--- src/rtl/gcn_sequencer_pkg.sv ---
// Shared types and defaults for the GCN frame sequencer.
package gcn_sequencer_pkg;

  // Default frame geometry
  localparam int unsigned N_WORDS_DEF = 2512;
  localparam int unsigned N_ROWS_DEF  = 100;
  localparam int unsigned AW_DEF      = 12;

  // Word tags carried on i_cmd / wr_cmd
  localparam logic TAG_CMD  = 1'b1;
  localparam logic TAG_DATA = 1'b0;

  typedef enum logic [2:0] {
    StIdle,
    StLoad,
    StCompute,
    StWait,
    StDrain
  } seq_state_e;

endpackage

--- src/rtl/gcn_seq_counter.sv ---
// Loadable up-counter with a terminal-count flag at a fixed value TC.
module gcn_seq_counter #(
  parameter int unsigned W  = 8,
  parameter int unsigned TC = 0
) (
  input  logic         clk,
  input  logic         rst,
  input  logic         i_load,
  input  logic [W-1:0] i_load_val,
  input  logic         i_inc,
  output logic [W-1:0] o_count,
  output logic         o_tc
);

  logic [W-1:0] r_count;

  // Load has priority over increment
  always_ff @(posedge clk or posedge rst) begin
    if (rst) begin
      r_count <= '0;
    end else if (i_load) begin
      r_count <= i_load_val;
    end else if (i_inc) begin
      r_count <= r_count + W'(1);
    end
  end

  assign o_count = r_count;
  assign o_tc    = (r_count == W'(TC));

endmodule

--- src/rtl/gcn_sequencer.sv ---
// Frame sequencer: loads words into memory, kicks the PE array, then drains results.
module gcn_sequencer
  import gcn_sequencer_pkg::*;
#(
  parameter int unsigned N_WORDS = N_WORDS_DEF,
  parameter int unsigned N_ROWS  = N_ROWS_DEF,
  parameter int unsigned AW      = AW_DEF
) (
  input  logic          clk,
  input  logic          rst,
  input  logic          i_req,
  input  logic          i_cmd,
  input  logic [15:0]   i_data,
  input  logic          mem_busy,
  input  logic          pe_done,
  input  logic [15:0]   rd_data,
  output logic          wr_en,
  output logic          wr_cmd,
  output logic [AW-1:0] wr_addr,
  output logic [15:0]   wr_data,
  output logic          pe_start,
  output logic [15:0]   cfg_cols,
  output logic          rd_en,
  output logic [7:0]    rd_addr,
  output logic          o_rdy,
  output logic          o_result,
  output logic [15:0]   o_data
);

  localparam int unsigned DW = $clog2(2 * N_ROWS + 1);

  seq_state_e    r_state;
  logic          r_wr_en;
  logic          r_wr_cmd;
  logic [AW-1:0] r_wr_addr;
  logic [15:0]   r_wr_data;
  logic          r_pe_start;
  logic [15:0]   r_cfg_cols;
  logic          r_cmd_seen;

  logic          w_accept;
  logic          w_last;
  logic [AW-1:0] w_word_cnt;
  logic          w_word_tc;
  logic [AW-1:0] w_idx;
  logic [DW-1:0] w_drain_cnt;
  logic          w_drain_tc;

  assign w_accept = ((r_state == StIdle && i_req) || r_state == StLoad) && !mem_busy;
  // Word 0 is taken in IDLE, so the counter already holds the next index while in LOAD
  assign w_idx    = (r_state == StIdle) ? '0 : w_word_cnt;
  assign w_last   = (r_state == StIdle) ? (N_WORDS == 1) : w_word_tc;

  gcn_seq_counter #(
    .W  (AW),
    .TC (N_WORDS - 1)
  ) u_word_cnt (
    .clk        (clk),
    .rst        (rst),
    .i_load     (w_accept && r_state == StIdle),
    .i_load_val (AW'(1)),
    .i_inc      (w_accept && r_state == StLoad),
    .o_count    (w_word_cnt),
    .o_tc       (w_word_tc)
  );

  gcn_seq_counter #(
    .W  (DW),
    .TC (2 * N_ROWS)
  ) u_drain_cnt (
    .clk        (clk),
    .rst        (rst),
    .i_load     (r_state == StWait && pe_done),
    .i_load_val ('0),
    .i_inc      (r_state == StDrain && !w_drain_tc),
    .o_count    (w_drain_cnt),
    .o_tc       (w_drain_tc)
  );

  // Main FSM with registered write strobe, compute pulse and column select
  always_ff @(posedge clk or posedge rst) begin
    if (rst) begin
      r_state    <= StIdle;
      r_wr_en    <= 1'b0;
      r_wr_cmd   <= 1'b0;
      r_wr_addr  <= '0;
      r_wr_data  <= '0;
      r_pe_start <= 1'b0;
      r_cfg_cols <= '0;
      r_cmd_seen <= 1'b0;
    end else begin
      r_wr_en    <= w_accept;
      r_wr_cmd   <= w_accept ? i_cmd : 1'b0;
      r_wr_addr  <= w_accept ? w_idx : '0;
      r_wr_data  <= w_accept ? i_data : '0;
      r_pe_start <= 1'b0;
      unique case (r_state)
        StIdle: begin
          if (w_accept) begin
            // Frame start clears the column select before the first command word lands
            r_cfg_cols <= (i_cmd == TAG_CMD) ? i_data : '0;
            r_cmd_seen <= (i_cmd == TAG_CMD);
            if (w_last) begin
              r_state    <= StCompute;
              r_pe_start <= 1'b1;
            end else begin
              r_state <= StLoad;
            end
          end
        end
        StLoad: begin
          if (w_accept) begin
            if (i_cmd == TAG_CMD && !r_cmd_seen) begin
              r_cfg_cols <= i_data;
              r_cmd_seen <= 1'b1;
            end
            if (w_last) begin
              r_state    <= StCompute;
              r_pe_start <= 1'b1;
            end
          end
        end
        StCompute: r_state <= StWait;
        StWait: begin
          if (pe_done) r_state <= StDrain;
        end
        StDrain: begin
          if (w_drain_tc) r_state <= StIdle;
        end
        default: r_state <= StIdle;
      endcase
    end
  end

  // Drain-phase read strobe, output stream and handshake qualifier
  always_comb begin
    o_rdy    = 1'b0;
    rd_en    = 1'b0;
    rd_addr  = '0;
    o_data   = '0;
    o_result = 1'b1;
    unique case (r_state)
      StIdle, StLoad: o_result = mem_busy;
      StDrain: begin
        o_result = 1'b0;
        o_rdy    = 1'b1;
        rd_en    = !w_drain_tc;
        rd_addr  = w_drain_tc ? 8'd0 : 8'(w_drain_cnt);
        // Header word first; afterwards the 1-cycle-latency read data passes straight out
        o_data   = (w_drain_cnt == '0) ? r_cfg_cols : rd_data;
      end
      default: o_result = 1'b1;
    endcase
  end

  assign wr_en    = r_wr_en;
  assign wr_cmd   = r_wr_cmd;
  assign wr_addr  = r_wr_addr;
  assign wr_data  = r_wr_data;
  assign pe_start = r_pe_start;
  assign cfg_cols = r_cfg_cols;

endmodule

--- config.mk ---
export PLATFORM = sky130hd
export DESIGN_NAME = gcn_sequencer
export DESIGN_NICKNAME = d
export VERILOG_FILES = /design/src/rtl/gcn_sequencer_pkg.sv /design/src/rtl/gcn_seq_counter.sv /design/src/rtl/gcn_sequencer.sv
export SDC_FILE = /design/constraint.sdc
export NUM_CORES = 1
export LEC_CHECK = 0
export BUFFER_PORTS_ARGS = -buffer_cell sky130_fd_sc_hd__buf_4
export CAP_MARGIN = 20
export CORE_AREA = 2 2 83 85
export DETAILED_ROUTE_END_ITERATION = 8
export DIE_AREA = 0 0 85 87
export HOLD_SLACK_MARGIN = 0.05
export PLACE_DENSITY = 0.79
export SLEW_MARGIN = 20
export SYNTH_ARGS = -nofsm -noshare
export SYNTH_HDL_FRONTEND = slang
export SYNTH_SLANG_ARGS = --single-unit
--- constraint.sdc ---
create_clock -name clk -period 2.5 [get_ports clk]
set_input_delay 0.125 -clock clk [delete_from_list [all_inputs] [get_ports clk]]
set_output_delay 0.125 -clock clk [all_outputs]
set_load 0.02 [all_outputs]
==> results.toml, run 1 <==
[die]
initial_core_util = 0.486
core_um2 = 6570
fp.dieH_um = 87
chipWidth_um = 85
dieArea_um2 = 7400
rows = 30
boundaryPins = 112

[clock_tree]
clkLatencyLatePin_ns = 0.34
clk_path_buf_depth = 2
post_cts_buffers = 0
clkSinkCount = 71
cts_inserted_buffers = 9
clk_pin_slew_ns = 0.07
h-tree-depth = 3
root_buffer = "clkbuf_8"
cts_tree = "built"

[timing]
hold_violations = 0
fin_crit_ns = 2.33
period_share = 0.931
tightest_slew_ns = 0.739
setup_viol = 0
drv_slew = 0
fmax_mhz = 430
slew_headroom = 0.507
setup-tns-final_ns = 0
fin_skew_ns = 0.00833
rsz0062_at_grt = "no"

[setup_path]
timing.rr.end = "r_state[1]$_DFFE_PP0P_"
end_kind = "primary output"
path_max_fanout = 11
worstPathRequired_ns = 2.38
path_class = "flip-flop to primary output"
rr_worst_depth = 5
critPathLaunchType = "flip-flop"
r2r_start = "r_state[2]$_DFFE_PP0P_"
arrival_ns = 2.20
regToRegSetupSlack_ns = 0.44

[global_route]
gr-total-overflow = 0
antenna_found_initial = 0
grt_pass1_vias = 2549
grt_usage = 0.214
grt_start_max_net_pins = 33
grt_pass1_wl_mm = 12.4

[synthesis]
synth_area_um2 = 3200
synth_nets = 320
async_flop_share = 1.00
syn_inst = 279
synth_seq_area_share = 0.556
ys_dominant_reg_cell = "dfrtp_1"
synth-warning-count = 0
synth.distinct_cells = 48
synth_edf_count = 0
ys_ff_latch = 71
syn_area_per_cell_um2 = 11.5

[cells_and_area]
area_delta_synth_final_pct = 39.7
final_area_um2 = 4470
fin_nets = 453
diodes = 0
final_layout_size_suffix_gt1_frac = 0.349
multi_input_area_um2 = 1290
fillers = 520
seqCellArea_um2 = 1780
fin_util = 0.680

[place]
place.gp.congestion = 0.870
dp.final_hpwl_mm = 5.46
port_buffers = 111
place_area_um2 = 4080

[power]
switching_share = 0.321
p_sw_mw = 1.10
p_int_mw = 2.32
p_per_area_nw_per_um2 = 767
max-vdd-ir-drop_mv = 0.644
p_clk_frac = 0.264
power_leakage_nw = 2.30
p_comb_frac = 0.273
sequentialPowerShare = 0.463

[drt]
wl_mm = 7.79
vias = 2628
drt_iter0_drc = 111
first_pass_iters = 4
drt-vias-per-instance = 5.30
postRouteAntennaNets = 0
wl_per_cell_um = 15.7
drc = 0

[min_path]
hold_path_depth = 3
worstHoldEndpoint = "r_state[0]$_DFFE_PP0P_"
hp-start = "pe_done"
hold_class = "input pin to flip-flop"

[outcome]
status = "finished, final reports clean"

[flow_run]
drv_cap = 0
synthesized netlist by cell type (4+ instances only):
| cell | instances | area, um^2 |
|---|---|---|
| a22o_1 | 18 | 158 |
| nand4_1 | 5 | 31.3 |
| and3_1 | 4 | 25.0 |
| xnor2_1 | 7 | 61.3 |
| clkbuf_1 | 5 | 18.8 |
| nor4_1 | 5 | 31.3 |
| inv_1 | 8 | 30.0 |
| buf_6 | 4 | 45.0 |
| dfrtp_1 | 71 | 1780 |
| buf_2 | 4 | 20.0 |
| mux2i_1 | 18 | 180 |
| nor2_1 | 32 | 120 |
| and2_1 | 36 | 225 |
| nand2_1 | 9 | 33.8 |
| nor3_1 | 5 | 25.0 |
timing repair:
item | in CTS | in global routing
resized for setup | 0 | 1
hold buffers | 18 | 0
endpoints found under the hold margin | 63 | 0
endpoints found under the setup margin | 0 | 3
final cells by class:
type                            instances  share of cell area
Multi-Input combinational cell        185               0.289
Timing Repair Buffer                  136               0.239
Clock buffer                           10              0.0308
Clock inverter                          5              0.0132
Sequential cell                        71               0.398
Tap cell                               80              0.0224
Inverter                                9             0.00757
how the worst max path moves through the flow:
stage,slack [ns],endpoint,startpoint,cells past startpoint
floorplan,0.42,o_data[10],u_drain_cnt.o_count[0]$_DFFE_PP0P_,7
global placement,0.48,r_state[1]$_DFFE_PP0P_,r_state[2]$_DFFE_PP0P_,5
detailed placement,0.44,rd_addr[7],u_drain_cnt.o_count[0]$_DFFE_PP0P_,7
CTS,0.06,rd_addr[7],u_drain_cnt.o_count[0]$_DFFE_PP0P_,7
global route,0.06,rd_addr[1],r_state[0]$_DFFE_PP0P_,5
finish,0.17,rd_addr[1],r_state[0]$_DFFE_PP0P_,5
logic make-up (layout without fill, tap and decap cells):
kind of cell | after synthesis | count (layout) | share of synthesized area
simple gates | 116 | 116 | 0.208
flops | 71 | 71 | 0.556
compound gates | 39 | 39 | 0.101
buf+inv | 23 | 160 | 0.0415
mux | 19 | 19 | 0.0599
xor+xnor | 8 | 8 | 0.0219
fa+ha+maj | 3 | 3 | 0.0117
per-layer routing:
layer | GRT usage | vias up | wire, um
met5 | 0 | - | 0
met3 | 0.0493 | 13 | 356
met1 | 0.275 | 1296 | 3230
met2 | 0.355 | 81 | 4070
li1 | - | 1238 | -
met4 | 0.0823 | 0 | 137
cells in the final DEF, fill, tap and decap left out, types with 3 or more instances in the layout:
| cell type | Yosys | final |
|---|---|---|
| dlygate4sd3_1 | 0 | 18 |
| o211ai_1 | 3 | 3 |
| and2_1 | 36 | 36 |
| a22o_1 | 18 | 18 |
| mux2i_1 | 18 | 18 |
| buf_4 | 0 | 118 |
| nor3_1 | 5 | 5 |
| xnor2_1 | 7 | 7 |
| nor2_1 | 32 | 32 |
| a211oi_1 | 3 | 3 |
| dfrtp_1 | 71 | 71 |
| nand2_1 | 9 | 9 |
| and3_1 | 4 | 4 |
| inv_1 | 8 | 7 |
| nand3_1 | 3 | 3 |
| ha_1 | 3 | 3 |
| clkbuf_8 | 0 | 10 |
| nor4_1 | 5 | 5 |
| nand4_1 | 5 | 5 |
per-stage QoR:
stage | worst slack (ns) | total power, mW | hold slack, ns | cells
after floorplan | 0.425 | 2.08 | 0.254 | 279
after global placement | 0.483 | 2.49 | 0.262 | 463
after detailed placement | 0.437 | 2.51 | 0.274 | 463
after CTS | 0.0586 | 3.45 | 0.133 | 496
after global routing | 0.0615 | 3.61 | 0.155 | 496
final | 0.173 | 3.42 | 0.140 | 496
state kept, by name, indices dropped and copies added, names as in the netlist, 3 cells and up:
register,flops
cfg_cols,16
r_state,3
u_drain_cnt.o_count,8
u_word_cnt.o_count,12
wr_addr,12
wr_data,16
critical path, cell delays in order, from the launching register on:
cell and delay [ns]:
dfrtp_1 0.50, or3b_1 0.45, a41oi_2 0.42, buf_4 0.23
and2_1 0.13, buf_4 0.13
power by group through the flow:
stage	Sequential, mW	Clock [mW]	Combinational (mW)
floorplan	1.76	0	0.316
global placement	1.59	0	0.896
detailed placement	1.60	0	0.912
CTS	1.58	0.924	0.943
global route	1.62	0.986	1.00
finish	1.58	0.904	0.936
(Power assumes the default switching activity.)
==> run 2, diff against run 1 <==
Settings changed: ABC_AREA set to 1, CAP_MARGIN 20 to 5, CORE_AREA 2 2 83 85 to 2 2 85 87, DIE_AREA 0 0 85 87 to 0 0 87 89, PLACE_DENSITY 0.79 to 0.78.
==> run 2 against run 1 <==
Clock power decreased by 16%; first-iteration DRC count increased by 49%; critical path depth increased by 4; clock skew down 0.00057 ns; flip-flop and latch count did not move; core utilization shrank 0.14 points; setup slack improved by 0.055 ns; global-route usage increased by 1.3 points; die area is 4.7% higher; count of clock-buffer cells in the layout up 1.
==> results.toml, run 2 <==
[drt]
drt_iter0_drc = 165
postRouteAntennaNets = 0
drt-vias-per-instance = 5.15
wl_mm = 8.68
first_pass_iters = 4
vias = 3134
drc = 0
wl_per_cell_um = 14.3

[clock_tree]
clk_path_buf_depth = 2
clk_pin_slew_ns = 0.07
clkLatencyLatePin_ns = 0.34
clkSinkCount = 71
root_buffer = "clkbuf_8"
cts_tree = "built"
h-tree-depth = 3
cts_inserted_buffers = 9

[setup_path]
path_max_fanout = 17
slowest_delay_ns = 0.41
path_class = "flip-flop to primary output"
critPathLaunchType = "flip-flop"
rr_worst_depth = 8
worstPathCellList = "inv_1, ha_1, inv_1, nor3_1, nand2_2, clkinv_2, nor2_1, nor2_1, buf_4"
arrival_ns = 2.15
crit_path_top_delay_cell = "dfrtp_1"
timing.rr.end = "cfg_cols[5]$_DFFE_PP0P_"
worstPathRequired_ns = 2.38
r2r_start = "r_state[0]$_DFFE_PP0P_"
regToRegSetupSlack_ns = 0.50
end_kind = "primary output"

[synthesis]
synth_seq_area_share = 0.533
synth-warning-count = 0
ys_top_cells_by_area = "dfrtp_1, nor2_1, inv_1"
synth_commonest_cells = "nor2_1, dfrtp_1, inv_1, nand2_1, o21ai_0"
synth_nets = 435
syn_inst = 394
ys_ff_latch = 71
syn_area_per_cell_um2 = 8.47
synth.most_common_cell = "nor2_1"
synth_top_area_frac = 0.533
ys_dominant_reg_cell = "dfrtp_1"
synth.distinct_cells = 28
async_flop_share = 1.00
synth_area_um2 = 3340
synth_edf_count = 0
synth_top_cell_by_area = "dfrtp_1"

[timing]
setup_viol = 0
drv_slew = 0
tightest_slew_ns = 0.617
setup-tns-final_ns = 0
slew_headroom = 0.588
setup_ws_ns = 0.228
fmax_mhz = 440
rsz0062_at_grt = "no"
hold_violations = 0
fin_crit_ns = 2.27
fin_skew_ns = 0.00777
period_share = 0.909

[die]
rows = 30
fp.dieH_um = 89
core_um2 = 6720
initial_core_util = 0.496
boundaryPins = 112
dieArea_um2 = 7740
chipWidth_um = 87

[outcome]
status = "finished, final reports clean"

[cells_and_area]
area_delta_synth_final_pct = 36.6
final_layout_size_suffix_gt1_frac = 0.299
fillers = 552
diodes = 0
layout_commonest_cell = "buf_4"
fin_nets = 564
mostFrequentLayoutCells = "buf_4, nor2_1, dfrtp_1"

[power]
p_per_area_nw_per_um2 = 454
power_leakage_nw = 2.48
max-vdd-ir-drop_mv = 0.296

[global_route]
gr-total-overflow = 0
antenna_found_initial = 0
grt_pass1_vias = 2973
grt_usage = 0.227
grt_pass1_wl_mm = 13.7
grt_start_max_net_pins = 45

[min_path]
worstHoldEndpoint = "r_state[1]$_DFFE_PP0P_"
hp-start = "pe_done"
hold_path_depth = 4
hold_class = "input pin to flip-flop"

[place]
preCtsSetupSlack_ns = 0.482
dp.final_hpwl_mm = 6.09
port_buffers = 111
place.gp.congestion = 0.838

[flow_run]
drv_cap = 0
==> run 2: cell count changes after synthesis, moves of 23 or more <==
| cell | change |
|---|---|
| nand2_1 | +38 |
| o21ai_0 | +34 |
| inv_1 | +40 |
| nor3_1 | +23 |
| nor2_1 | +41 |
| nand3_1 | +25 |
| and2_1 | -36 |
==> run 2: timing repair <==
action | CTS | global route
endpoints found under the setup margin | 0 | 16
setup buffers | 0 | 0
gates resized for setup | 0 | 2
hold endpoints to repair | 43 | 0
hold buffers | 16 | 0
==> run 2: kinds of logic after synthesis <==
| family | synth area share |
|---|---|
| simple gates | 0.263 |
| compound gates | 0.0987 |
| flops | 0.533 |
| xor+xnor | 0.00788 |
| fa+ha+maj | 0.0113 |
| buf+inv | 0.0863 |
==> run 2: worst max-delay path by stage <==
stage                                                   from                 endpoint  slack (ns)  cells after the start
after global placement    u_drain_cnt.o_count[0]$_DFFE_PP0P_                o_data[4]        0.57                      9
final                     u_drain_cnt.o_count[1]$_DFFE_PP0P_               o_data[10]        0.23                      9
after detailed placement  u_drain_cnt.o_count[1]$_DFFE_PP0P_                o_data[5]        0.48                      9
after CTS                 u_drain_cnt.o_count[1]$_DFFE_PP0P_                o_data[5]        0.10                      9
after global routing      u_drain_cnt.o_count[0]$_DFFE_PP0P_                o_data[5]        0.06                      9
after floorplan                                          rst  cfg_cols[0]$_DFFE_PP0P_        0.58                      1
==> run 2: stage by stage <==
stage / power (mW) / instance area, um^2 / cells / utilization / hold WS [ns]
3_5_place_dp: 1.31 / 4240 / 576 / 0.631 / 0.244
4_1_cts: 2.08 / 4550 / 608 / 0.678 / 0.0587
5_1_grt: 2.14 / 4560 / 608 / 0.678 / 0.0782
3_3_place_gp: 1.31 / 4240 / 576 / 0.631 / 0.239
6_report: 2.07 / 4560 / 608 / 0.678 / 0.0632
2_1_floorplan: 1.23 / 3340 / 394 / - / 0.231
==> run 2: routing by layer <==
layer  global-route usage  part of all wire  vias to the layer above
met5                    0                 0                        -
met4                0.112             0.020                        0
met3               0.0323             0.058                       15
met2                0.383              0.53                      113
met1                0.288              0.40                     1482
li1                     -                 -                     1524
==> run 2: worst max-delay path, delay by kind of cell (launching register included) <==
| family | cells | cell delay [ns] |
|---|---|---|
| fa+ha+maj | 1 | 0.14 |
| simple gates | 4 | 0.65 |
| flops | 1 | 0.41 |
| buf+inv | 4 | 0.59 |
==> run 2: where the power goes <==
group / internal (mW) / leakage (nW) / switching (mW)
clock: 0.352 / 0.0866 / 0.410
combinational: 0.0814 / 1.47 / 0.0772
sequential: 1.15 / 0.930 / 0
==> run 2: cell type report <==
type	count	area [um^2]	area share
Sequential cell	71	1780	0.390
Inverter	55	208	0.0456
Timing Repair Buffer	132	1040	0.229
Clock inverter	5	25.0	0.00549
Clock buffer	11	131	0.0288
Tap cell	80	100	0.0220
Multi-Input combinational cell	254	1270	0.279
